<file path="src/rtl/debounce_pkg.sv">
// Shared types and default constants for the debounce/synchroniser block.
package debounce_pkg;

  // Defaults used when the top-level parameters are not overridden
  localparam int SYNC_STAGES_DEF     = 2;
  localparam int DEBOUNCE_CYCLES_DEF = 4;

  // Two stable levels plus one "pending" state per direction
  typedef enum logic [1:0] {
    ST_LOW    = 2'd0,
    PEND_HIGH = 2'd1,
    ST_HIGH   = 2'd2,
    PEND_LOW  = 2'd3
  } debounce_state_t;

endpackage

</file>
<file path="src/rtl/sync_chain.sv">
// Multi-flop synchroniser for a single asynchronous level.
// Reusable on its own; the output is the last flop of the chain.
module sync_chain #(
  parameter int STAGES = 2
) (
  input  logic clk,
  input  logic reset_n,
  input  logic d_i,
  output logic q_o
);

  logic [STAGES-1:0] sync_q;

  // Shift the raw level through the chain; stage 0 is the metastable-risk flop
  always_ff @(posedge clk or negedge reset_n) begin
    if (!reset_n) begin
      sync_q <= '0;
    end else begin
      sync_q <= {sync_q[STAGES-2:0], d_i};
    end
  end

  assign q_o = sync_q[STAGES-1];

endmodule

</file>
<file path="src/rtl/debounce_sync.sv">
// Synchronise a bouncy external level and accept a new level only after it
// has been seen for DEBOUNCE_CYCLES consecutive synchronised samples.
// A pending change that breaks early is dropped with a one-cycle glitch_o.
module debounce_sync
  import debounce_pkg::*;
#(
  parameter int SYNC_STAGES     = SYNC_STAGES_DEF,
  parameter int DEBOUNCE_CYCLES = DEBOUNCE_CYCLES_DEF
) (
  input  logic clk,
  input  logic reset_n,
  input  logic raw_i,
  output logic clean_o,
  output logic busy_o,
  output logic glitch_o
);

  // Counter only has to reach DEBOUNCE_CYCLES-1, so it never wraps
  localparam int CNT_W = $clog2(DEBOUNCE_CYCLES);
  localparam logic [CNT_W-1:0] CNT_MAX = CNT_W'(DEBOUNCE_CYCLES - 1);
  localparam logic [CNT_W-1:0] CNT_ONE = CNT_W'(1);

  logic            sync;
  debounce_state_t state_q;
  logic [CNT_W-1:0] cnt_q;
  logic            clean_q;
  logic            busy_q;
  logic            glitch_q;

  sync_chain #(
    .STAGES (SYNC_STAGES)
  ) u_sync (
    .clk     (clk),
    .reset_n (reset_n),
    .d_i     (raw_i),
    .q_o     (sync)
  );

  // Qualification FSM; counter and all outputs are registered with the state
  always_ff @(posedge clk or negedge reset_n) begin
    if (!reset_n) begin
      state_q  <= ST_LOW;
      cnt_q    <= '0;
      clean_q  <= 1'b0;
      busy_q   <= 1'b0;
      glitch_q <= 1'b0;
    end else begin
      glitch_q <= 1'b0;
      case (state_q)
        ST_LOW: begin
          if (sync) begin
            state_q <= PEND_HIGH;
            cnt_q   <= CNT_ONE;
            busy_q  <= 1'b1;
          end
        end
        ST_HIGH: begin
          if (!sync) begin
            state_q <= PEND_LOW;
            cnt_q   <= CNT_ONE;
            busy_q  <= 1'b1;
          end
        end
        PEND_HIGH: begin
          if (sync) begin
            if (cnt_q == CNT_MAX) begin
              state_q <= ST_HIGH;
              clean_q <= 1'b1;
              cnt_q   <= '0;
              busy_q  <= 1'b0;
            end else begin
              cnt_q <= cnt_q + CNT_ONE;
            end
          end else begin
            // Level broke before qualification: fall back, keep clean_o
            state_q  <= ST_LOW;
            cnt_q    <= '0;
            busy_q   <= 1'b0;
            glitch_q <= 1'b1;
          end
        end
        PEND_LOW: begin
          if (!sync) begin
            if (cnt_q == CNT_MAX) begin
              state_q <= ST_LOW;
              clean_q <= 1'b0;
              cnt_q   <= '0;
              busy_q  <= 1'b0;
            end else begin
              cnt_q <= cnt_q + CNT_ONE;
            end
          end else begin
            state_q  <= ST_HIGH;
            cnt_q    <= '0;
            busy_q   <= 1'b0;
            glitch_q <= 1'b1;
          end
        end
        default: begin
          state_q <= ST_LOW;
          cnt_q   <= '0;
          busy_q  <= 1'b0;
        end
      endcase
    end
  end

  assign clean_o  = clean_q;
  assign busy_o   = busy_q;
  assign glitch_o = glitch_q;

endmodule

</file>
<file path="config.mk">
export PLATFORM = sky130hd
export DESIGN_NAME = debounce_sync
export DESIGN_NICKNAME = d
export VERILOG_FILES = /design/src/rtl/debounce_pkg.sv /design/src/rtl/sync_chain.sv /design/src/rtl/debounce_sync.sv
export SDC_FILE = /design/constraint.sdc
export NUM_CORES = 1
export LEC_CHECK = 0
export BUFFER_PORTS_ARGS = -buffer_cell sky130_fd_sc_hd__buf_2
export CAP_MARGIN = 20
export CORE_AREA = 8 8 45 47
export CTS_BUF_LIST = sky130_fd_sc_hd__clkbuf_16
export DETAILED_ROUTE_END_ITERATION = 7
export DIE_AREA = 0 0 53 55
export SYNTH_ARGS = -nofsm -noshare
export SYNTH_HDL_FRONTEND = slang
export SYNTH_SLANG_ARGS = --single-unit
</file>
<file path="constraint.sdc">
create_clock -name clk -period 2.1 [get_ports clk]
set_clock_uncertainty 0.15 [all_clocks]
set_input_delay 0.315 -clock clk [delete_from_list [all_inputs] [get_ports clk]]
set_output_delay 0.315 -clock clk [all_outputs]
set_load 0.02 [all_outputs]
</file>
==> results of run 1 <==
through the flow:
step	cells	area [um^2]	worst slack [ns]
after floorplan	27	340	0.834
after global placement	48	385	0.794
after detailed placement	48	385	0.768
after CTS	53	474	0.759
after global routing	53	474	0.691
final	53	474	0.768
cell type report:
cell class	count	area [um^2]
clock buffer	3	75.1
sequential	9	225
timing repair buffer	6	35.0
tap	16	20.0
multi-input combinational	18	115
fill	140	910
clock inverter	1	3.75
critical path: cells and delay by family, from the launching register on:
kind / cells / cell delay (ns)
flip-flops: 1 / 0.39
multiplexers: 1 / 0.32
adder cells (fa/ha/maj): 1 / 0.25
AND/OR/NAND/NOR: 1 / 0.10
power groups by stage:
stage | combinational [W] | sequential, W | clock [W]
after global placement | 0.000183 | 0.000290 | 0
after floorplan | 0.000108 | 0.000313 | 0
after global routing | 0.000209 | 0.000299 | 0.000336
after detailed placement | 0.000186 | 0.000293 | 0
final | 0.000185 | 0.000292 | 0.000322
after CTS | 0.000188 | 0.000291 | 0.000331
kinds of logic (layout without fill, tap and decap cells):
| kind of cell | after synthesis | count (layout) | synth area share, % |
|---|---|---|---|
| flip-flops | 9 | 9 | 66.2 |
| AO/OA/AOI/OAI | 8 | 8 | 13.2 |
| AND/OR/NAND/NOR | 6 | 6 | 8.46 |
| XOR/XNOR | 2 | 2 | 5.15 |
| adder cells (fa/ha/maj) | 1 | 1 | 3.68 |
| multiplexers | 1 | 1 | 3.31 |
| buffers and inverters | 0 | 10 | 0 |
placed cells by master (no fill, tap or decap):
cell type / n
dfrtp_1: 9
buf_2: 5
clkbuf_16: 3
nand2_1: 2
o21ai_0: 2
a21oi_1: 2
xnor2_1: 1
and2_1: 1
mux2_1: 1
a31oi_1: 1
nand2b_1: 1
xor2_1: 1
nor2_1: 1
o22ai_1: 1
nand3_1: 1
o21ai_1: 1
o21a_1: 1
ha_1: 1
inv_1: 1
dlygate4sd3_1: 1
metal layers:
layer	global-route usage [%]	wire length, um	up-vias
met4	1.29	0	0
met3	5.08	81	0
met1	5.47	268	110
met2	5.47	218	8
met5	0	0	-
li1	-	-	115
worst min-delay path by stage:
stage	start	end	slack, ns
after floorplan	reset_n	asynchronous set/reset pin	-0.13
after global placement	reset_n	glitch_o$_DFF_PN0_	0.02
after detailed placement	reset_n	cnt_q[1]$_DFFE_PN0P_	0.02
after CTS	raw_i	u_sync.sync_q[0]$_DFF_PN0_	0.04
after global routing	raw_i	u_sync.sync_q[0]$_DFF_PN0_	0.04
final	raw_i	u_sync.sync_q[0]$_DFF_PN0_	0.04
repair_timing:
item / in CTS / in global routing
buffers inserted: 0 / 0
hold endpoints to repair: 9 / 0
hold buffers: 1 / 0
==> results.sh, run 1 <==
export IMPL_required_ns=2.06
export IMPL_drv_cap=0
export IMPL_rrSetupSlack_ns=0.77
export IMPL_die_w_um=53
export IMPL_worstMarginPinSlew_ns=0.290
export IMPL_grt_pass1_wl_um=945
export IMPL_crit_chain="ha_1 > nand2_1 > mux2_1"
export IMPL_hold_class="in2reg"
export IMPL_finalCriticalPeriod_ns=1.33
export IMPL_finalCritPeriodShare_pct=63.4
export IMPL_worstPathMaxFanout=5
export IMPL_clkSinkCount=9
export IMPL_fmax_ghz=0.751
export IMPL_syn_nets=31
export IMPL_async_reset_ff_share_pct=100
export IMPL_drt_wirelength_per_cell_um=10.7
export IMPL_drive_above_1_share_pct=21.6
export IMPL_cts_path_max_buffers=2
export IMPL_diodes=0
export IMPL_rr_worst_depth=3
export IMPL_drt_first_iter_violations=0
export IMPL_yosys_area_top_type="dfrtp_1"
export IMPL_setup_viol=0
export IMPL_critPathKind="reg2reg"
export IMPL_post_route_util_pct=34.3
export IMPL_tns_ns=0
export IMPL_htree_levels=1
export IMPL_pwr_share_comb_pct=23.2
export IMPL_yosysWarnings=0
export IMPL_grt_util_all_layers_pct=4.69
export IMPL_cts_buffers=3
export IMPL_netSwitchingFraction_pct=29.0
export IMPL_grt_antenna_before_repair=0
export IMPL_critPathSlowestCell="dfrtp_1"
export IMPL_cts_resized=0
export IMPL_synth_common_cells="dfrtp_1, a21oi_1, nand2_1, o21ai_0"
export IMPL_end_kind="flip-flop"
export IMPL_holdWs_ns=0.0414
export IMPL_finalHoldViolations=0
export IMPL_place_gp_congestion=0.730
export IMPL_p_switching_w=0.000232
export IMPL_cell_internal_pwr_w=0.000567
export IMPL_via_count=233
export IMPL_synth_ff_type="dfrtp_1"
export IMPL_leakagePower_nw=0.219
export IMPL_clk_pin_slew_ns=0.04
export IMPL_synth_top_area_share_pct=66.2
export IMPL_status="finished clean"
export IMPL_rsz0062_at_grt="false"
export IMPL_drtPass1Iterations=1
export IMPL_synth_edff_count=0
export IMPL_core_um2=1380
export IMPL_cts_tree="yes"
export IMPL_p_clk_share_pct=40.3
export IMPL_power_density_nw_per_um2=1690
export IMPL_seqPwrFrac_pct=36.5
export IMPL_fin_nets=42
export IMPL_core_rowCount=14
export IMPL_netlist_area_um2=340
export IMPL_portBuffers=5
export IMPL_postSynthCellCount=27
export IMPL_startpoint_type="flip-flop"
export IMPL_vias_per_cell=4.40
export IMPL_grt_pass1_vias=216
export IMPL_cts_root_buf="clkbuf_16"
export IMPL_ys_seq_elements=9
export IMPL_routed_wl_um=569
export IMPL_arrival_ns=1.29
export IMPL_synth_area_per_cell_um2=12.6
export IMPL_drc=0
export IMPL_die_h_um=55
export IMPL_drv_slew=0
export IMPL_min_delay_path_depth=1
export IMPL_die_area_um2=2920
export IMPL_ys_types=16
export IMPL_synth_seq_area_share_pct=66.2
export IMPL_antenna_violating_nets_post_route=0
export IMPL_synth_most_common_cell="dfrtp_1"
export IMPL_grt_max_degree=10
export IMPL_area_delta_synth_final_pct=39.3
export IMPL_totalPowerFinal_w=0.000799
export IMPL_max_stage_delay_ns=0.39
export IMPL_rr_startpoint="cnt_q[0]$_DFFE_PN0P_"
export IMPL_clkLatencyLatePin_ns=0.23
export IMPL_grt_overflow_total=0
export IMPL_max_vdd_ir_drop_mv=0.893
export IMPL_crit_start="cnt_q[0]$_DFFE_PN0P_"
export IMPL_maxSlewHeadroom_pct=80.5
export IMPL_ios=6
export IMPL_yosys_top_cells_area="dfrtp_1, ha_1, mux2_1"
export IMPL_start_util_pct=24.6
(Power assumes the default switching activity.)
==> run 2: changes to the inputs <==
Clock period 2.1 ns to 1.3 ns, I/O delays scaled along.
==> run 2 against run 1 <==
Via count up 5.2%. Final cell count rose by 7.5%. Fmax is 6.8% higher. Routed wire length is 13% higher. Final area is 7.4% higher. Largest power group unchanged. Register-to-register slack worse by 0.71 ns. Flip-flop and latch count did not move.
==> results.sh, run 2 (synthesized netlist as in run 1, its figures left out) <==
export IMPL_grt_max_degree=10
export IMPL_clk_pin_slew_ns=0.04
export IMPL_antenna_violating_nets_post_route=0
export IMPL_drv_slew=0
export IMPL_required_ns=1.26
export IMPL_totalPowerFinal_w=0.00137
export IMPL_grt_pass1_vias=267
export IMPL_fill_cells=140
export IMPL_maxSlewHeadroom_pct=79.3
export IMPL_die_w_um=53
export IMPL_place_gp_congestion=0.767
export IMPL_cts_tree="yes"
export IMPL_cts_buffers=3
export IMPL_final_common_cell="dfrtp_1"
export IMPL_cts_root_buf="clkbuf_16"
export IMPL_end_kind="flip-flop"
export IMPL_startpoint_type="flip-flop"
export IMPL_drv_cap=0
export IMPL_finalHoldViolations=0
export IMPL_fmax_ghz=0.802
export IMPL_die_h_um=55
export IMPL_cts_path_max_buffers=2
export IMPL_ios=6
export IMPL_die_area_um2=2920
export IMPL_clkSinkCount=9
export IMPL_drtPass1Iterations=4
export IMPL_drt_wirelength_per_cell_um=11.3
export IMPL_power_density_nw_per_um2=2680
export IMPL_routed_wl_um=642
export IMPL_finalCriticalPeriod_ns=1.25
export IMPL_grt_util_all_layers_pct=5.46
export IMPL_drive_above_1_share_pct=29.3
export IMPL_worstMarginPinSlew_ns=0.309
export IMPL_rr_startpoint="cnt_q[0]$_DFFE_PN0P_"
export IMPL_tns_ns=0
export IMPL_area_delta_synth_final_pct=49.6
export IMPL_rsz0062_at_grt="false"
export IMPL_diodes=0
export IMPL_status="finished clean"
export IMPL_setup_viol=0
export IMPL_start_util_pct=24.6
export IMPL_worstPathMaxFanout=2
export IMPL_critPathKind="reg2reg"
export IMPL_grt_pass1_wl_um=1110
export IMPL_grt_overflow_total=0
export IMPL_vias_per_cell=4.30
export IMPL_max_vdd_ir_drop_mv=1.44
export IMPL_drt_first_iter_violations=6
export IMPL_clkLatencyLatePin_ns=0.23
export IMPL_hold_class="in2async"
export IMPL_rr_worst_depth=3
export IMPL_leakagePower_nw=0.236
export IMPL_htree_levels=1
export IMPL_finalCritPeriodShare_pct=95.9
export IMPL_via_count=245
export IMPL_portBuffers=5
export IMPL_core_um2=1380
export IMPL_fin_nets=46
export IMPL_core_rowCount=14
export IMPL_rrSetupSlack_ns=0.05
export IMPL_place_inst=50
export IMPL_stdcell_count=57
export IMPL_grt_antenna_before_repair=0
export IMPL_drc=0
export IMPL_post_dp_hpwl_um=439
export IMPL_mostFrequentLayoutCells="dfrtp_1, buf_2, clkbuf_16, buf_4"
export IMPL_arrival_ns=1.21
[run 2: stage by stage]
stage	utilization, %	hold slack, ns	area, um^2	setup WS [ns]
2_1_floorplan	-	-0.251	340	0.0336
3_3_place_gp	28.9	-0.0961	400	0.0408
3_5_place_dp	28.9	-0.0893	400	0.0163
4_1_cts	36.1	0.199	499	0.0122
5_1_grt	36.8	0.209	509	0.0152
6_report	36.8	0.191	509	0.0530
[run 2: area by class of cell]
type | instances | area [um^2] | share of cell area, %
sequential | 9 | 225 | 44.2
multi-input combinational | 18 | 118 | 23.1
clock buffer | 3 | 75.1 | 14.7
timing repair buffer | 10 | 67.6 | 13.3
tap | 16 | 20.0 | 3.93
clock inverter | 1 | 3.75 | 0.737
[run 2: how the worst max path moves through the flow]
| stage | from | to | slack (ns) | cells past startpoint |
|---|---|---|---|---|
| 2_1_floorplan | cnt_q[0]$_DFFE_PN0P_ | flip-flop | 0.03 | 3 |
| 3_3_place_gp | cnt_q[0]$_DFFE_PN0P_ | flip-flop | 0.04 | 3 |
| 3_5_place_dp | cnt_q[0]$_DFFE_PN0P_ | flip-flop | 0.02 | 3 |
| 4_1_cts | cnt_q[0]$_DFFE_PN0P_ | flip-flop | 0.01 | 3 |
| 6_report | cnt_q[0]$_DFFE_PN0P_ | flip-flop | 0.05 | 3 |
| 5_1_grt | cnt_q[0]$_DFFE_PN0P_ | flip-flop | 0.02 | 3 |
[run 2: what timing repair did]
action | 4_1_cts | 5_1_grt
buffers inserted | 0 | 1
endpoints found under the setup margin | 0 | 4
hold endpoints to repair | 10 | 0
gates resized for setup | 0 | 1
hold buffers | 2 | 0
[run 2: per-layer routing]
metal,vias to the layer above,track usage [%],routed length [um]
met5,-,0,0
met4,0,1.29,0
li1,121,-,-
met3,0,5.61,85
met1,116,5.61,284
met2,8,7.62,273
[run 2: worst max-delay path: stages (launching register included)]
cell	delay (ns)
dfrtp_1	0.38
ha_2	0.19
nand2_1	0.09
mux2_1	0.32
[run 2: report_power, final]
group	switching [W]	total (W)	internal [W]
Combinational	0.000207	0.000393	0.000186
Clock	0.000124	0.000525	0.000401
Sequential	0.0000656	0.000447	0.000382
==> run 3: changes to the inputs <==
Settings changed: ABC_AREA set to 1.
==> run 3 against run 2 <==
Total power about the same. Register-to-register slack better by 0.07 ns. Worst hold slack worse by 0.0051 ns. Final area grew 2.2%. Via count increased by 20%. Utilization increased by 0.81 points. Die area unchanged. Sequential power rose by 3%. Fmax rose by 5.8%. Flip-flop and latch count is the same. Area after synthesis is 11% higher.
==> results.sh, run 3 <==
export IMPL_reg2reg_to="busy_o$_DFFE_PN0P_"
export IMPL_fin_nets=56
export IMPL_ff_latch_area_um2=225
export IMPL_required_ns=1.32
export IMPL_finalCriticalPeriod_ns=1.18
export IMPL_fmax_ghz=0.849
export IMPL_portBuffers=5
export IMPL_post_dp_hpwl_um=525
export IMPL_crit_end="busy_o$_DFFE_PN0P_"
export IMPL_core_um2=1380
export IMPL_critPathSlowestCell="dfrtp_1"
export IMPL_drv_slew=0
export IMPL_drc=0
export IMPL_p_switching_w=0.000432
export IMPL_rsz0062_at_grt="false"
export IMPL_rrSetupSlack_ns=0.12
export IMPL_diodes=0
export IMPL_clkLatencyLatePin_ns=0.24
export IMPL_clkSinkCount=9
export IMPL_hold_class="in2async"
export IMPL_fin_area_um2=520
export IMPL_placed_area_um2=422
export IMPL_grt_max_degree=10
export IMPL_netSwitchingFraction_pct=31.6
export IMPL_via_count=295
export IMPL_cts_resized=0
export IMPL_grt_pass1_wl_um=1210
export IMPL_grt_antenna_before_repair=0
export IMPL_drive_above_1_share_pct=29.4
export IMPL_antenna_violating_nets_post_route=0
export IMPL_cts_setup_buffers=0
export IMPL_async_reset_ff_share_pct=100
export IMPL_core_rowCount=14
export IMPL_netlist_area_um2=377
export IMPL_synth_area_per_cell_um2=9.42
export IMPL_fill_cells=149
export IMPL_drt_wirelength_per_cell_um=10.6
export IMPL_post_route_util_pct=37.6
export IMPL_cts_hold_buf=2
export IMPL_pwr_share_comb_pct=27.0
export IMPL_rr_worst_depth=5
export IMPL_end_kind="flip-flop"
export IMPL_maxSlewHeadroom_pct=86.1
export IMPL_cts_buffers=3
export IMPL_max_stage_delay_ns=0.38
export IMPL_vias_per_cell=4.40
export IMPL_ys_types=11
export IMPL_grt_util_all_layers_pct=6.49
export IMPL_area_delta_synth_final_pct=38.2
export IMPL_setup_viol=0
export IMPL_arrival_ns=1.20
export IMPL_multi_input_area_um2=129
export IMPL_die_h_um=55
export IMPL_worstMarginPinSlew_ns=0.208
export IMPL_rr_startpoint="cnt_q[0]$_DFFE_PN0P_"
export IMPL_yosysWarnings=0
export IMPL_cts_root_buf="clkbuf_16"
export IMPL_crit_chain="ha_1 > nand2_2 > and2_4 > nand3_1 > nand2_1"
export IMPL_leakagePower_nw=0.281
export IMPL_cell_internal_pwr_w=0.000934
export IMPL_finalCritPeriodShare_pct=90.6
export IMPL_start_util_pct=27.2
export IMPL_yosys_area_top_type="dfrtp_1"
export IMPL_power_density_nw_per_um2=2620
export IMPL_p_clk_share_pct=39.3
export IMPL_worstPathMaxFanout=4
export IMPL_seqPwrFrac_pct=33.7
export IMPL_ys_seq_elements=9
export IMPL_clk_pin_slew_ns=0.04
export IMPL_critPathKind="reg2reg"
export IMPL_totalPowerFinal_w=0.00137
export IMPL_max_vdd_ir_drop_mv=0.704
export IMPL_place_gp_congestion=0.698
export IMPL_yosys_top_cells_area="dfrtp_1, nand3_1, nand2_1"
export IMPL_drtPass1Iterations=3
export IMPL_status="finished clean"
export IMPL_synth_top_area_share_pct=59.8
export IMPL_crit_start="cnt_q[0]$_DFFE_PN0P_"
export IMPL_startpoint_type="flip-flop"
export IMPL_grt_overflow_total=0
export IMPL_synth_seq_area_share_pct=59.8
export IMPL_ios=6
export IMPL_postSynthCellCount=40
export IMPL_routed_wl_um=710
export IMPL_finalHoldViolations=0
export IMPL_synth_common_cells="dfrtp_1, nand2_1, nand3_1"
export IMPL_die_w_um=53
export IMPL_drv_cap=0
export IMPL_syn_nets=44
export IMPL_drt_first_iter_violations=3
export IMPL_synth_ff_type="dfrtp_1"
export IMPL_synth_edff_count=0
export IMPL_tns_ns=0
export IMPL_cts_tree="yes"
export IMPL_grt_pass1_vias=294
export IMPL_htree_levels=1
export IMPL_die_area_um2=2920
export IMPL_mostFrequentLayoutCells="nand2_1, dfrtp_1, nand3_1"
export IMPL_cts_path_max_buffers=2
==> run 3: layout make-up <==
type | instances | area share (%)
multi-input cells | 25 | 24.8
inverters | 6 | 4.33
clock inverters | 1 | 0.721
repair buffers | 7 | 8.65
well taps | 16 | 3.85
clock buffers | 3 | 14.4
flip-flops and latches | 9 | 43.3
==> run 3: power groups by stage <==
stage | Combinational (W) | Clock (W) | Sequential (W)
2_1_floorplan | 0.000219 | 0 | 0.000504
3_3_place_gp | 0.000360 | 0 | 0.000457
3_5_place_dp | 0.000371 | 0 | 0.000465
4_1_cts | 0.000377 | 0.000550 | 0.000462
5_1_grt | 0.000425 | 0.000577 | 0.000473
6_report | 0.000369 | 0.000536 | 0.000460
==> run 3: how the worst min path moves through the flow <==
| stage | to | slack [ns] | cells after the start |
|---|---|---|---|
| after floorplan | asynchronous set/reset pin | -0.25 | 0 |
| after global placement | busy_o$_DFFE_PN0P_ | -0.09 | 1 |
| after detailed placement | glitch_o$_DFF_PN0_ | -0.09 | 1 |
| after CTS | glitch_o$_DFF_PN0_ | 0.19 | 2 |
| after global routing | busy_o$_DFFE_PN0P_ | 0.21 | 2 |
| final | glitch_o$_DFF_PN0_ | 0.19 | 2 |
==> run 3: metal layers <==
layer	vias to the layer above	wire length, um	global-route usage (%)	share of wire, %
met5	-	0	0	0
met3	4	76	4.55	11
met2	8	306	9.18	43
met1	135	295	5.11	42
li1	148	-	-	-
met4	0	31	9.05	4.4
==> run 3: stage by stage <==
stage	setup WS [ns]	hold WS, ns	cells
detailed placement	0.123	-0.0866	61
CTS	0.109	0.194	67
floorplan	0.191	-0.251	40
finish	0.122	0.186	67
global route	0.0417	0.209	67
global placement	0.158	-0.0922	61
==> run 3: kinds of logic (layout without fill, tap and decap cells) <==
kind of cell               Yosys count  in the layout  synth area share (%)
and+or+nand+nor                     22             22                  28.2
buffers and inverters                6             17                  5.98
DFF                                  9              9                  59.8
AOI/OAI and AO/OA                    2              2                  2.66
adders and majority gates            1              1                  3.32
==> run 3: worst max-delay path, delay by kind of cell (launching register included) <==
family,cells,cell delay (ns)
AND/OR/NAND/NOR,4,0.36
adder cells (fa/ha/maj),1,0.23
flip-flops,1,0.38
